--- config.mk ---
export PLATFORM = sky130hd
export DESIGN_NAME = xs3_serial_adder_flat
export DESIGN_NICKNAME = d
export VERILOG_FILES = /design/src/rtl/xs3_serial_adder_pkg.sv /design/src/rtl/xs3_serial_adder_if.sv /design/src/rtl/xs3_serial_adder_digit_add.sv /design/src/rtl/xs3_serial_adder.sv /design/src/flat_wrapper.sv
export SDC_FILE = /design/constraint.sdc
export NUM_CORES = 1
export LEC_CHECK = 0
export CORE_ASPECT_RATIO = 1.4
export CORE_MARGIN = 5
export CORE_UTILIZATION = 46
export CTS_CLUSTER_SIZE = 14
export DETAILED_ROUTE_END_ITERATION = 8
export PLACE_DENSITY = 0.78
export SYNTH_ARGS = -nofsm -noshare
export SYNTH_HDL_FRONTEND = slang
export SYNTH_SLANG_ARGS = --single-unit
--- constraint.sdc ---
create_clock -name clk -period 3.5 [get_ports clk]
set_input_delay 0.875 -clock clk [delete_from_list [all_inputs] [get_ports clk]]
set_output_delay 0.875 -clock clk [all_outputs]
set_load 0.02 [all_outputs]
--- src/rtl/xs3_serial_adder_pkg.sv ---
// Shared constants, FSM state type and digit-range helper for the digit-serial
// excess-3 adder.
package xs3_serial_adder_pkg;

  localparam logic [3:0] XS3_MIN    = 4'b0011;
  localparam logic [3:0] XS3_MAX    = 4'b1100;
  localparam logic [3:0] XS3_PLUS3  = 4'b0011;
  localparam logic [3:0] XS3_MINUS3 = 4'b1101;

  typedef enum logic {
    ST_IDLE = 1'b0,
    ST_RUN  = 1'b1
  } state_e;

  // Codes 0000..0010 and 1101..1111 carry no decimal meaning in excess-3.
  function automatic logic xs3_invalid(input logic [3:0] digit);
    return (digit < XS3_MIN) || (digit > XS3_MAX);
  endfunction

endpackage

--- src/rtl/xs3_serial_adder_if.sv ---
// Beat-level valid/ready bundle between a digit producer, the serial adder and
// the sum consumer.
interface xs3_serial_adder_if #(
  parameter int CNT_W = 4
);

  logic             in_valid;
  logic             in_ready;
  logic             in_first;
  logic             in_last;
  logic [3:0]       a_xs3;
  logic [3:0]       b_xs3;
  logic             out_valid;
  logic             out_ready;
  logic [3:0]       sum_xs3;
  logic             out_last;
  logic             carry_out;
  logic             digit_err;
  logic             ovf_err;
  logic [CNT_W-1:0] digit_cnt;

  modport master (
    output in_valid, in_first, in_last, a_xs3, b_xs3, out_ready,
    input  in_ready, out_valid, sum_xs3, out_last, carry_out,
           digit_err, ovf_err, digit_cnt
  );

  modport slave (
    input  in_valid, in_first, in_last, a_xs3, b_xs3, out_ready,
    output in_ready, out_valid, sum_xs3, out_last, carry_out,
           digit_err, ovf_err, digit_cnt
  );

endinterface

--- src/rtl/xs3_serial_adder_digit_add.sv ---
// Combinational single-digit excess-3 adder: binary add, then re-bias the
// result by +3 on a decimal carry or -3 otherwise.
module xs3_digit_add
  import xs3_serial_adder_pkg::*;
(
  input  logic [3:0] a,
  input  logic [3:0] b,
  input  logic       cin,
  output logic [3:0] sum,
  output logic       cout,
  output logic       invalid
);

  logic [4:0] raw;

  always_comb begin
    raw     = {1'b0, a} + {1'b0, b} + {4'b0000, cin};
    cout    = raw[4];
    sum     = raw[4] ? (raw[3:0] + XS3_PLUS3) : (raw[3:0] + XS3_MINUS3);
    invalid = xs3_invalid(a) | xs3_invalid(b);
  end

endmodule

--- src/rtl/xs3_serial_adder.sv ---
// Digit-serial excess-3 adder: one XS-3 digit pair in, one XS-3 sum digit out
// per beat, LSD first, with a registered one-deep output stage.
module xs3_serial_adder
  import xs3_serial_adder_pkg::*;
#(
  parameter int MAX_DIGITS = 8,
  parameter int CNT_W      = 4
) (
  input logic              clk,
  input logic              rst,
  xs3_serial_adder_if.slave bus
);

  localparam logic [CNT_W-1:0] CNT_ONE   = CNT_W'(1);
  localparam logic [CNT_W-1:0] CNT_SAT   = '1;
  localparam logic [CNT_W-1:0] CNT_LIMIT = CNT_W'(MAX_DIGITS);

  state_e           state_q, state_d;
  logic             carry_q, carry_d;
  logic             out_valid_q, out_valid_d;
  logic [3:0]       sum_q, sum_d;
  logic             out_last_q, out_last_d;
  logic             carry_out_q, carry_out_d;
  logic             digit_err_q, digit_err_d;
  logic             ovf_err_q, ovf_err_d;
  logic [CNT_W-1:0] digit_cnt_q, digit_cnt_d;

  logic       in_ready;
  logic       xfer;
  logic       first_beat;
  logic       cin;
  logic [3:0] add_sum;
  logic       add_cout;
  logic       add_invalid;

  // The output stage can be refilled in the same cycle it is drained.
  assign in_ready   = ~out_valid_q | bus.out_ready;
  assign xfer       = bus.in_valid & in_ready;
  assign first_beat = bus.in_first | (state_q == ST_IDLE);
  assign cin        = first_beat ? 1'b0 : carry_q;

  xs3_digit_add u_digit_add (
    .a       (bus.a_xs3),
    .b       (bus.b_xs3),
    .cin     (cin),
    .sum     (add_sum),
    .cout    (add_cout),
    .invalid (add_invalid)
  );

  always_comb begin
    state_d     = state_q;
    carry_d     = carry_q;
    out_valid_d = out_valid_q;
    sum_d       = sum_q;
    out_last_d  = out_last_q;
    carry_out_d = carry_out_q;
    digit_err_d = digit_err_q;
    ovf_err_d   = ovf_err_q;
    digit_cnt_d = digit_cnt_q;

    if (xfer) begin
      out_valid_d = 1'b1;
      sum_d       = add_sum;
      out_last_d  = bus.in_last;
      carry_out_d = bus.in_last & add_cout;
      carry_d     = ~bus.in_last & add_cout;
      state_d     = bus.in_last ? ST_IDLE : ST_RUN;
      // A first beat starts a fresh number, discarding any partial one.
      if (first_beat) begin
        digit_cnt_d = CNT_ONE;
        digit_err_d = add_invalid;
        ovf_err_d   = 1'b0;
      end else begin
        digit_err_d = digit_err_q | add_invalid;
        ovf_err_d   = ovf_err_q | (digit_cnt_q == CNT_LIMIT);
        digit_cnt_d = (digit_cnt_q == CNT_SAT) ? digit_cnt_q : digit_cnt_q + CNT_ONE;
      end
    end else if (bus.out_ready) begin
      out_valid_d = 1'b0;
    end
  end

  always_ff @(posedge clk or posedge rst) begin
    if (rst) begin
      state_q     <= ST_IDLE;
      carry_q     <= 1'b0;
      out_valid_q <= 1'b0;
      sum_q       <= 4'b0000;
      out_last_q  <= 1'b0;
      carry_out_q <= 1'b0;
      digit_err_q <= 1'b0;
      ovf_err_q   <= 1'b0;
      digit_cnt_q <= '0;
    end else begin
      state_q     <= state_d;
      carry_q     <= carry_d;
      out_valid_q <= out_valid_d;
      sum_q       <= sum_d;
      out_last_q  <= out_last_d;
      carry_out_q <= carry_out_d;
      digit_err_q <= digit_err_d;
      ovf_err_q   <= ovf_err_d;
      digit_cnt_q <= digit_cnt_d;
    end
  end

  assign bus.in_ready  = in_ready;
  assign bus.out_valid = out_valid_q;
  assign bus.sum_xs3   = sum_q;
  assign bus.out_last  = out_last_q;
  assign bus.carry_out = carry_out_q;
  assign bus.digit_err = digit_err_q;
  assign bus.ovf_err   = ovf_err_q;
  assign bus.digit_cnt = digit_cnt_q;

endmodule

--- src/flat_wrapper.sv ---
// flat-port wrapper written by rule: the top's interface ports become plain ports
module xs3_serial_adder_flat import xs3_serial_adder_pkg::*;
#(
  parameter int MAX_DIGITS = 8,
  parameter int CNT_W      = 4
)
  (clk, rst, bus_in_valid, bus_in_first, bus_in_last, bus_a_xs3, bus_b_xs3, bus_out_ready, bus_in_ready, bus_out_valid, bus_sum_xs3, bus_out_last, bus_carry_out, bus_digit_err, bus_ovf_err, bus_digit_cnt);
  xs3_serial_adder_if #(.CNT_W(CNT_W)) bus_i ();
  input logic clk;
  input logic rst;
  input wire logic [$bits(bus_i.in_valid)-1:0] bus_in_valid;
  input wire logic [$bits(bus_i.in_first)-1:0] bus_in_first;
  input wire logic [$bits(bus_i.in_last)-1:0] bus_in_last;
  input wire logic [$bits(bus_i.a_xs3)-1:0] bus_a_xs3;
  input wire logic [$bits(bus_i.b_xs3)-1:0] bus_b_xs3;
  input wire logic [$bits(bus_i.out_ready)-1:0] bus_out_ready;
  output wire logic [$bits(bus_i.in_ready)-1:0] bus_in_ready;
  output wire logic [$bits(bus_i.out_valid)-1:0] bus_out_valid;
  output wire logic [$bits(bus_i.sum_xs3)-1:0] bus_sum_xs3;
  output wire logic [$bits(bus_i.out_last)-1:0] bus_out_last;
  output wire logic [$bits(bus_i.carry_out)-1:0] bus_carry_out;
  output wire logic [$bits(bus_i.digit_err)-1:0] bus_digit_err;
  output wire logic [$bits(bus_i.ovf_err)-1:0] bus_ovf_err;
  output wire logic [$bits(bus_i.digit_cnt)-1:0] bus_digit_cnt;
  assign bus_i.in_valid = bus_in_valid;
  assign bus_i.in_first = bus_in_first;
  assign bus_i.in_last = bus_in_last;
  assign bus_i.a_xs3 = bus_a_xs3;
  assign bus_i.b_xs3 = bus_b_xs3;
  assign bus_i.out_ready = bus_out_ready;
  assign bus_in_ready = bus_i.in_ready;
  assign bus_out_valid = bus_i.out_valid;
  assign bus_sum_xs3 = bus_i.sum_xs3;
  assign bus_out_last = bus_i.out_last;
  assign bus_carry_out = bus_i.carry_out;
  assign bus_digit_err = bus_i.digit_err;
  assign bus_ovf_err = bus_i.ovf_err;
  assign bus_digit_cnt = bus_i.digit_cnt;
  xs3_serial_adder #(.MAX_DIGITS(MAX_DIGITS), .CNT_W(CNT_W)) u_core (.clk(clk), .rst(rst), .bus(bus_i));
endmodule
==> impl_results.md, run 1 <==
* Clock Sinks at 15
* Die ar. at 0.00309 sq mm
* Number of antenna violations at the first check in global routing at 0
* Most instantiated library cell after synthesis: sky130_fd_sc_hd__nand2_1
* Gp weighted congestion at 0.808
* Portion of total power attributed to sequential cells at 38.6%
* Number of DRC violations after detailed routing at 0
* Fraction of final layout cells with drive strength greater than 1 at 8.51%
* Required time of the worst setup path at 3660 ps
* Asr flop ratio synth at 100%
* Via Count at 860
* Total Wirelength at 2100 um
* Die span in y at 63.8 um
* Routed length per placed instance at 13.0 um
* Post-Synthesis Cell Area at 950 sq um
* Most instantiated cells after synthesis: sky130_fd_sc_hd__nand2_1, sky130_fd_sc_hd__dfrtp_1, sky130_fd_sc_hd__inv_1
* Net switching share of the total power at 37.0%
* Max rail drop VDD at 0.236 mV
* # Max-Cap Violations at 0
* Run status: complete, no violations
* Number of inserted diodes at 0
* Top FF cell, synth: sky130_fd_sc_hd__dfrtp_1
* Top area cells in the synthesized netlist: sky130_fd_sc_hd__dfrtp_1, sky130_fd_sc_hd__ha_1, sky130_fd_sc_hd__nand2_1
* Proportion of power drawn by combinational gates at 45.5%
* CTS max path bufs at 2
* Core region area at 0.00197 sq mm
* Clk slew on worst S/H paths at 90 ps
* Wire length of the first global-routing pass at 3670 um
* Combinational family with the most area after synthesis: simple AND/OR/NAND/NOR gates
* Library cell with the largest summed area after synthesis: sky130_fd_sc_hd__dfrtp_1
* Simple-Gate Fraction of Synth Area at 19.8%
* Number of placement rows at 19
* 1st-iter DRT viols at 15
* Part of the cycle the worst path needs at 97.0%
* DPL Wire Length at 1750 um
* Arrival time at the worst endpoint at 3550 ps
* Classification of the worst-slack hold path: reg2reg
* Largest driver fanout on the critical path at 3
* Post-synthesis sequential element count at 15
* Syn avg cell area at 8.88 sq um
* Count of pins on the block boundary at 28
* Latest clock arrival within the worst-skew pair at 290 ps
* Worst slack at placement at -203 ps
* Utilization of the core after routing at 66.4%
* Number of warnings issued by yosys at 0
* TritonCTS buffer count at 3
* Number of hold-slack violations in the final timing report at 0
* Number of distinct library cells after synthesis at 27
* Proportion of synthesized chip area in sequential cells at 39.5%
* Fraction of synthesized area in multiplexers at 0%
* Clock tree from TritonCTS: done
* Cell internal power dissipation at 396 uW
* Arithmetic-cell share of the synthesized area counting full adders, half adders and majority gates at 15.5%
* Worst rel slew slack at 61.8%
* Clock root buffer master: sky130_fd_sc_hd__clkbuf_4
* Post-route antenna net violation count at 0
* Critical path type: in2reg
* Remaining Overflow, GRT at 0
* Leakage at 0.000613 uW
* Power per standard cell area at 480 mW/mm^2
* Initial Util at 48.1%
* H-tree levels at 1
* Achievable Freq at 295 MHz
* Area growth, synth to finish at 37.9%
* Kind of capture point of the worst setup path: register
* Via density per instance at 5.31
* Number of global-route vias before repair at 869
* Net count after synthesis at 131
* Number of optimization iterations in the first detailed-route pass at 4
* Final hold slack at 481 ps
* Switching power total at 233 uW
* # hold bufs at CTS at 0
* Chip width at 48.4 um
* Port bufs at 27
* Total count of max-transition violations in the final report at 0
* Post-Syn Instances at 107
* Post-layout worst setup margin at 105 ps
* Global-route usage over all layers at 14.9%
* Number of flops mapped to enable cells by yosys at 0
* Area share of the largest cell type after synthesis at 39.5%
* Startpoint type of the worst setup path: input pin
* Final min period at 3400 ps
* Setup violations, final at 0
* Setup clock skew after layout at 4.59 ps
* Complex-gate fraction of the synthesized area at 15.7%
* Tightest Pin Transition at 572 ps
* Post-layout nets at 166
* Pin count of the biggest net entering global routing at 17
* Xor/xnor share of the synthesized area at 3.69%
* Share of power burned in the clock network at 16.0%
[final timing paths]
kind / startpoint / to / slack [ps] / cells after the start
min in group asynchronous: rst / u_core.bus.digit_cnt[3] / 950 / 2
worst max register to register: u_core.state_q / u_core.bus.sum_xs3[3] / 730 / 12
max in group asynchronous: rst / u_core.bus.sum_xs3[0] / 2180 / 2
worst max-delay path: bus_in_first / u_core.bus.sum_xs3[3] / 100 / 13
worst min register to register: u_core.bus.out_last / u_core.bus.out_last / 480 / 2
worst min-delay path: u_core.bus.out_last / u_core.bus.out_last / 480 / 2
[cells in the final DEF (no fill, tap or decap), drive strengths merged, types with 3 or more instances in the layout]
cell type,n
a21oi,6
ha,7
nand2,22
buf,5
xnor2,3
nand3,3
inv,12
dfrtp,15
clkbuf,4
nand2b,5
o21ai,11
clkdlybuf4s50,27
fa,3
[registers in the layout (all words and copies together) (netlist names)]
register	count
u_core.bus.out_last	1
u_core.bus.digit_cnt	4
u_core.carry_q	1
u_core.bus.carry_out	1
u_core.bus.sum_xs3	4
u_core.bus.ovf_err	1
u_core.bus.out_valid	1
u_core.state_q	1
u_core.bus.digit_err	1
[routing by layer]
metal / up-vias / global-route usage (%) / part of all wire, %
met5: - / 0 / 0
met2: 23 / 27.6 / 53
met1: 406 / 15.1 / 39
li1: 426 / - / -
met3: 5 / 2.79 / 5.2
met4: 0 / 9.00 / 2.5
[power by group through the flow]
| stage | combinational, uW | clock (uW) | sequential [uW] |
|---|---|---|---|
| 6_report | 286 | 100 | 242 |
| 5_1_grt | 318 | 112 | 247 |
| 4_1_cts | 286 | 101 | 242 |
| 3_5_place_dp | 285 | 0 | 245 |
| 3_3_place_gp | 275 | 0 | 243 |
| 2_1_floorplan | 114 | 0 | 285 |
[area by class of cell]
type	instances	area, sq um
sequential	15	375
inverter	12	45.0
tap	21	26.3
multi-input combinational	78	529
fill	166	663
timing repair buffer	32	308
clock buffer	4	26.3
[logic make-up after synthesis]
| logic type | after synthesis |
|---|---|
| DFF | 15 |
| buffers and inverters | 14 |
| xor gates and xnor gates | 4 |
| adders and majority gates | 10 |
| AOI/OAI and AO/OA | 25 |
| and+or+nand+nor | 39 |
[worst max-delay path, stage by stage]
cell                              delay [ps]
sky130_fd_sc_hd__clkdlybuf4s50_1         410
sky130_fd_sc_hd__nor2b_2                 130
sky130_fd_sc_hd__nand2_1                  80
sky130_fd_sc_hd__fa_1                    410
sky130_fd_sc_hd__fa_1                    390
sky130_fd_sc_hd__buf_4                   150
sky130_fd_sc_hd__xnor2_1                 190
sky130_fd_sc_hd__ha_1                    290
sky130_fd_sc_hd__a21oi_1                 130
sky130_fd_sc_hd__nand2_1                 100
sky130_fd_sc_hd__xor2_2                  160
sky130_fd_sc_hd__xnor2_1                 160
sky130_fd_sc_hd__o21ai_1                  70
[metrics by stage]
stage               total power [uW]  std cells  setup TNS (ps)  cell area, sq um
floorplan                        399        107               0               950
global placement                 518        158            -101              1270
detailed placement               530        158            -203              1270
CTS                              628        162               0              1300
global route                     677        162           -11.9              1310
finish                           629        162               0              1310
[what timing repair did]
action / CTS / global route
setup endpoints to repair: 0 / 1
gates resized for setup: 0 / 2
setup buffers: 0 / 0
Power figures use the tool's default switching activity.
==> inputs of run 2 (changes only) <==
--- a/config.mk
+++ b/config.mk
@@ -5,12 +5,14 @@
 export SDC_FILE = /design/constraint.sdc
 export NUM_CORES = 1
 export LEC_CHECK = 0
+export ABC_AREA = 1
+export ABC_CLOCK_PERIOD_IN_PS = 3500
 export CORE_ASPECT_RATIO = 1.4
 export CORE_MARGIN = 5
-export CORE_UTILIZATION = 46
+export CORE_UTILIZATION = 48
 export CTS_CLUSTER_SIZE = 14
 export DETAILED_ROUTE_END_ITERATION = 8
-export PLACE_DENSITY = 0.78
+export PLACE_DENSITY = 0.79
 export SYNTH_ARGS = -nofsm -noshare
 export SYNTH_HDL_FRONTEND = slang
 export SYNTH_SLANG_ARGS = --single-unit
==> run 2 against run 1 <==
  * Clock power barely moved
  * Synthesized cell count is 36% higher
  * Critical path depth grew 2
  * First-iteration DRC count is 47% higher
  * Register-to-register slack improved by 170 ps
==> impl_results.md, run 2 <==
* CTS resizes at 0
* Final Cell Area at 0.00142 sq mm
* Post-Syn Instances at 146
* Post-layout worst setup margin at 239 ps
* Clk slew on worst S/H paths at 90 ps
* Net count after synthesis at 170
* Core region area at 0.00215 sq mm
* Number of flops mapped to enable cells by yosys at 0
* Port bufs at 27
* RSZ-0062 raised after global routing: no
* Total count of max-transition violations in the final report at 0
* TritonCTS buffer count at 3
* Final hold slack at 492 ps
* Clock tree from TritonCTS: done
* Via density per instance at 5.01
* Number of inserted diodes at 0
* Post-placement cell count at 198
* CTS max path bufs at 2
* Area of placed instances at 0.00140 sq mm
* Worst slack at placement at -64.0 ps
* # hold bufs at CTS at 0
* Post-Synthesis Cell Area at 0.00107 sq mm
* Tightest Pin Transition at 576 ps
* Clock Sinks at 15
* Classification of the worst-slack hold path: reg2reg
* Remaining Overflow, GRT at 0
* Library cell with the largest summed area after synthesis: sky130_fd_sc_hd__dfrtp_1
* Total Wirelength at 2330 um
* Setup Fix Bufs, Post-CTS at 0
* Most instantiated cells after synthesis: sky130_fd_sc_hd__nand2_1, sky130_fd_sc_hd__inv_1, sky130_fd_sc_hd__dfrtp_1
* Kind of capture point of the worst setup path: register
* Number of hold-slack violations in the final timing report at 0
* Fraction of final layout cells with drive strength greater than 1 at 10.0%
* Syn avg cell area at 7.34 sq um
* Most frequent cells in the layout: sky130_fd_sc_hd__nand2_1, sky130_fd_sc_hd__inv_1, sky130_fd_sc_hd__clkdlybuf4s50_1
* Asr flop ratio synth at 100%
* Max rail drop VDD at 0.201 mV
* # Max-Cap Violations at 0
* Count of pins on the block boundary at 28
* DPL Wire Length at 1960 um
* Top FF cell, synth: sky130_fd_sc_hd__dfrtp_1
* Commonest non-fill, non-tap cell in the layout: sky130_fd_sc_hd__nand2_1
* Global-route usage over all layers at 16.3%
* Number of optimization iterations in the first detailed-route pass at 4
* Latest clock arrival within the worst-skew pair at 290 ps
* Setup clock skew after layout at 2.98 ps
* Number of distinct library cells after synthesis at 21
* Part of the cycle the worst path needs at 93.2%
* Initial Util at 49.8%
* Proportion of synthesized chip area in sequential cells at 35.0%
* Top area cells in the synthesized netlist: sky130_fd_sc_hd__dfrtp_1, sky130_fd_sc_hd__nand2_1, sky130_fd_sc_hd__inv_1
* Number of standard cells in the final layout excluding fillers at 202
* Achievable Freq at 307 MHz
* Largest driver fanout on the critical path at 4
* Post-route antenna net violation count at 0
* 1st-iter DRT viols at 22
* Clock root buffer master: sky130_fd_sc_hd__clkbuf_4
* Setup violations, final at 0
* Critical path type: in2reg
* Most instantiated library cell after synthesis: sky130_fd_sc_hd__nand2_1
* Wire length of the first global-routing pass at 4190 um
* H-tree levels at 1
* Area share of the largest cell type after synthesis at 35.0%
* Post-layout nets at 205
* Number of placement rows at 20
* Area growth, synth to finish at 32.7%
* Startpoint type of the worst setup path: input pin
* Required time of the worst setup path at 3690 ps
* Routed length per placed instance at 11.5 um
* Gp weighted congestion at 0.815
* Number of antenna violations at the first check in global routing at 0
* Chip width at 49.9 um
* Power per standard cell area at 399 mW/mm^2
* Die span in y at 65.9 um
* Number of warnings issued by yosys at 0
* Post-synthesis sequential element count at 15
* Number of global-route vias before repair at 1024
* Number of DRC violations after detailed routing at 0
* Leakage at 0.000720 uW
* Run status: complete, no violations
* Die ar. at 0.00329 sq mm
* Pin count of the biggest net entering global routing at 16
* Final min period at 3260 ps
* Via Count at 1013
* Worst rel slew slack at 61.6%
* Arrival time at the worst endpoint at 3450 ps
run 2: changes by cell type in the layout (fill, tap and decap cells not counted), sizes merged, moves of 2 or more:
cell / before / now
nand2b: 5 / 0
inv: 12 / 30
a21oi: 6 / 4
nand3: 3 / 7
nor2: 2 / 16
nand2: 22 / 44
o21a: 2 / 0
run 2: final cells by class:
cell class / count / area (sq um)
Clock buffer: 3 / 22.5
Timing Repair Buffer: 31 / 300
Inverter: 30 / 113
Fill cell: 212 / 729
Multi-Input combinational cell: 100 / 579
Sequential cell: 15 / 375
Clock inverter: 1 / 5.00
Tap cell: 22 / 27.5
run 2: cells by family (layout without fill, tap and decap cells):
kind of cell | Yosys count | count (layout) | share of synthesized area (%)
AOI/OAI and AO/OA | 17 | 17 | 9.22
xor gates and xnor gates | 2 | 2 | 1.63
adders and majority gates | 10 | 10 | 13.8
buffers and inverters | 31 | 65 | 11.0
DFF | 15 | 15 | 35.0
and+or+nand+nor | 71 | 71 | 29.4
run 2: critical path: stages:
cell	delay [ps]
sky130_fd_sc_hd__clkdlybuf4s50_1	500
sky130_fd_sc_hd__inv_1	70
sky130_fd_sc_hd__fa_1	450
sky130_fd_sc_hd__fa_1	430
sky130_fd_sc_hd__nor2_1	120
sky130_fd_sc_hd__nor2_1	60
sky130_fd_sc_hd__ha_1	340
sky130_fd_sc_hd__nand2_1	80
sky130_fd_sc_hd__nand2_1	70
sky130_fd_sc_hd__nor2_1	130
sky130_fd_sc_hd__nand2_1	60
sky130_fd_sc_hd__nand2_1	80
sky130_fd_sc_hd__nand2_1	50
sky130_fd_sc_hd__nand3_1	70
sky130_fd_sc_hd__nand2_1	50
run 2: per-stage QoR:
stage / setup TNS (ps) / utilization (%) / power (uW)
5_1_grt: 0 / 66.1 / 613
3_5_place_dp: -64.0 / 64.8 / 473
2_1_floorplan: 0 / - / 370
3_3_place_gp: 0 / 64.8 / 464
4_1_cts: 0 / 66.1 / 574
6_report: 0 / 66.1 / 568
run 2: path summary, 6_finish.rpt:
path / from / to / slack, ps / cells after the start
max in group asynchronous: rst / u_core.bus.digit_cnt[0] / 2190 / 2
min in group asynchronous: rst / u_core.bus.carry_out / 930 / 2
hold / removal: u_core.bus.out_last / u_core.bus.out_last / 490 / 2
hold reg to reg: u_core.bus.out_last / u_core.bus.out_last / 490 / 2
setup / recovery: bus_b_xs3[0] / u_core.bus.sum_xs3[3] / 240 / 15
setup reg to reg: u_core.state_q / u_core.bus.sum_xs3[3] / 900 / 16
run 2: where the power goes:
part / switching (uW) / leakage (uW) / internal, uW
combinational: 135 / 0.000513 / 113
clock: 57.2 / 0.0000177 / 42.5
sequential: 18.7 / 0.000190 / 201
run 2: metal layers:
layer / GRT usage, % / up-vias / part of all wire (%)
li1: - / 519 / -
met1: 16.1 / 464 / 40
met2: 31.5 / 25 / 52
met3: 2.26 / 5 / 5.5
met4: 8.85 / 0 / 2.4
met5: 0 / - / 0
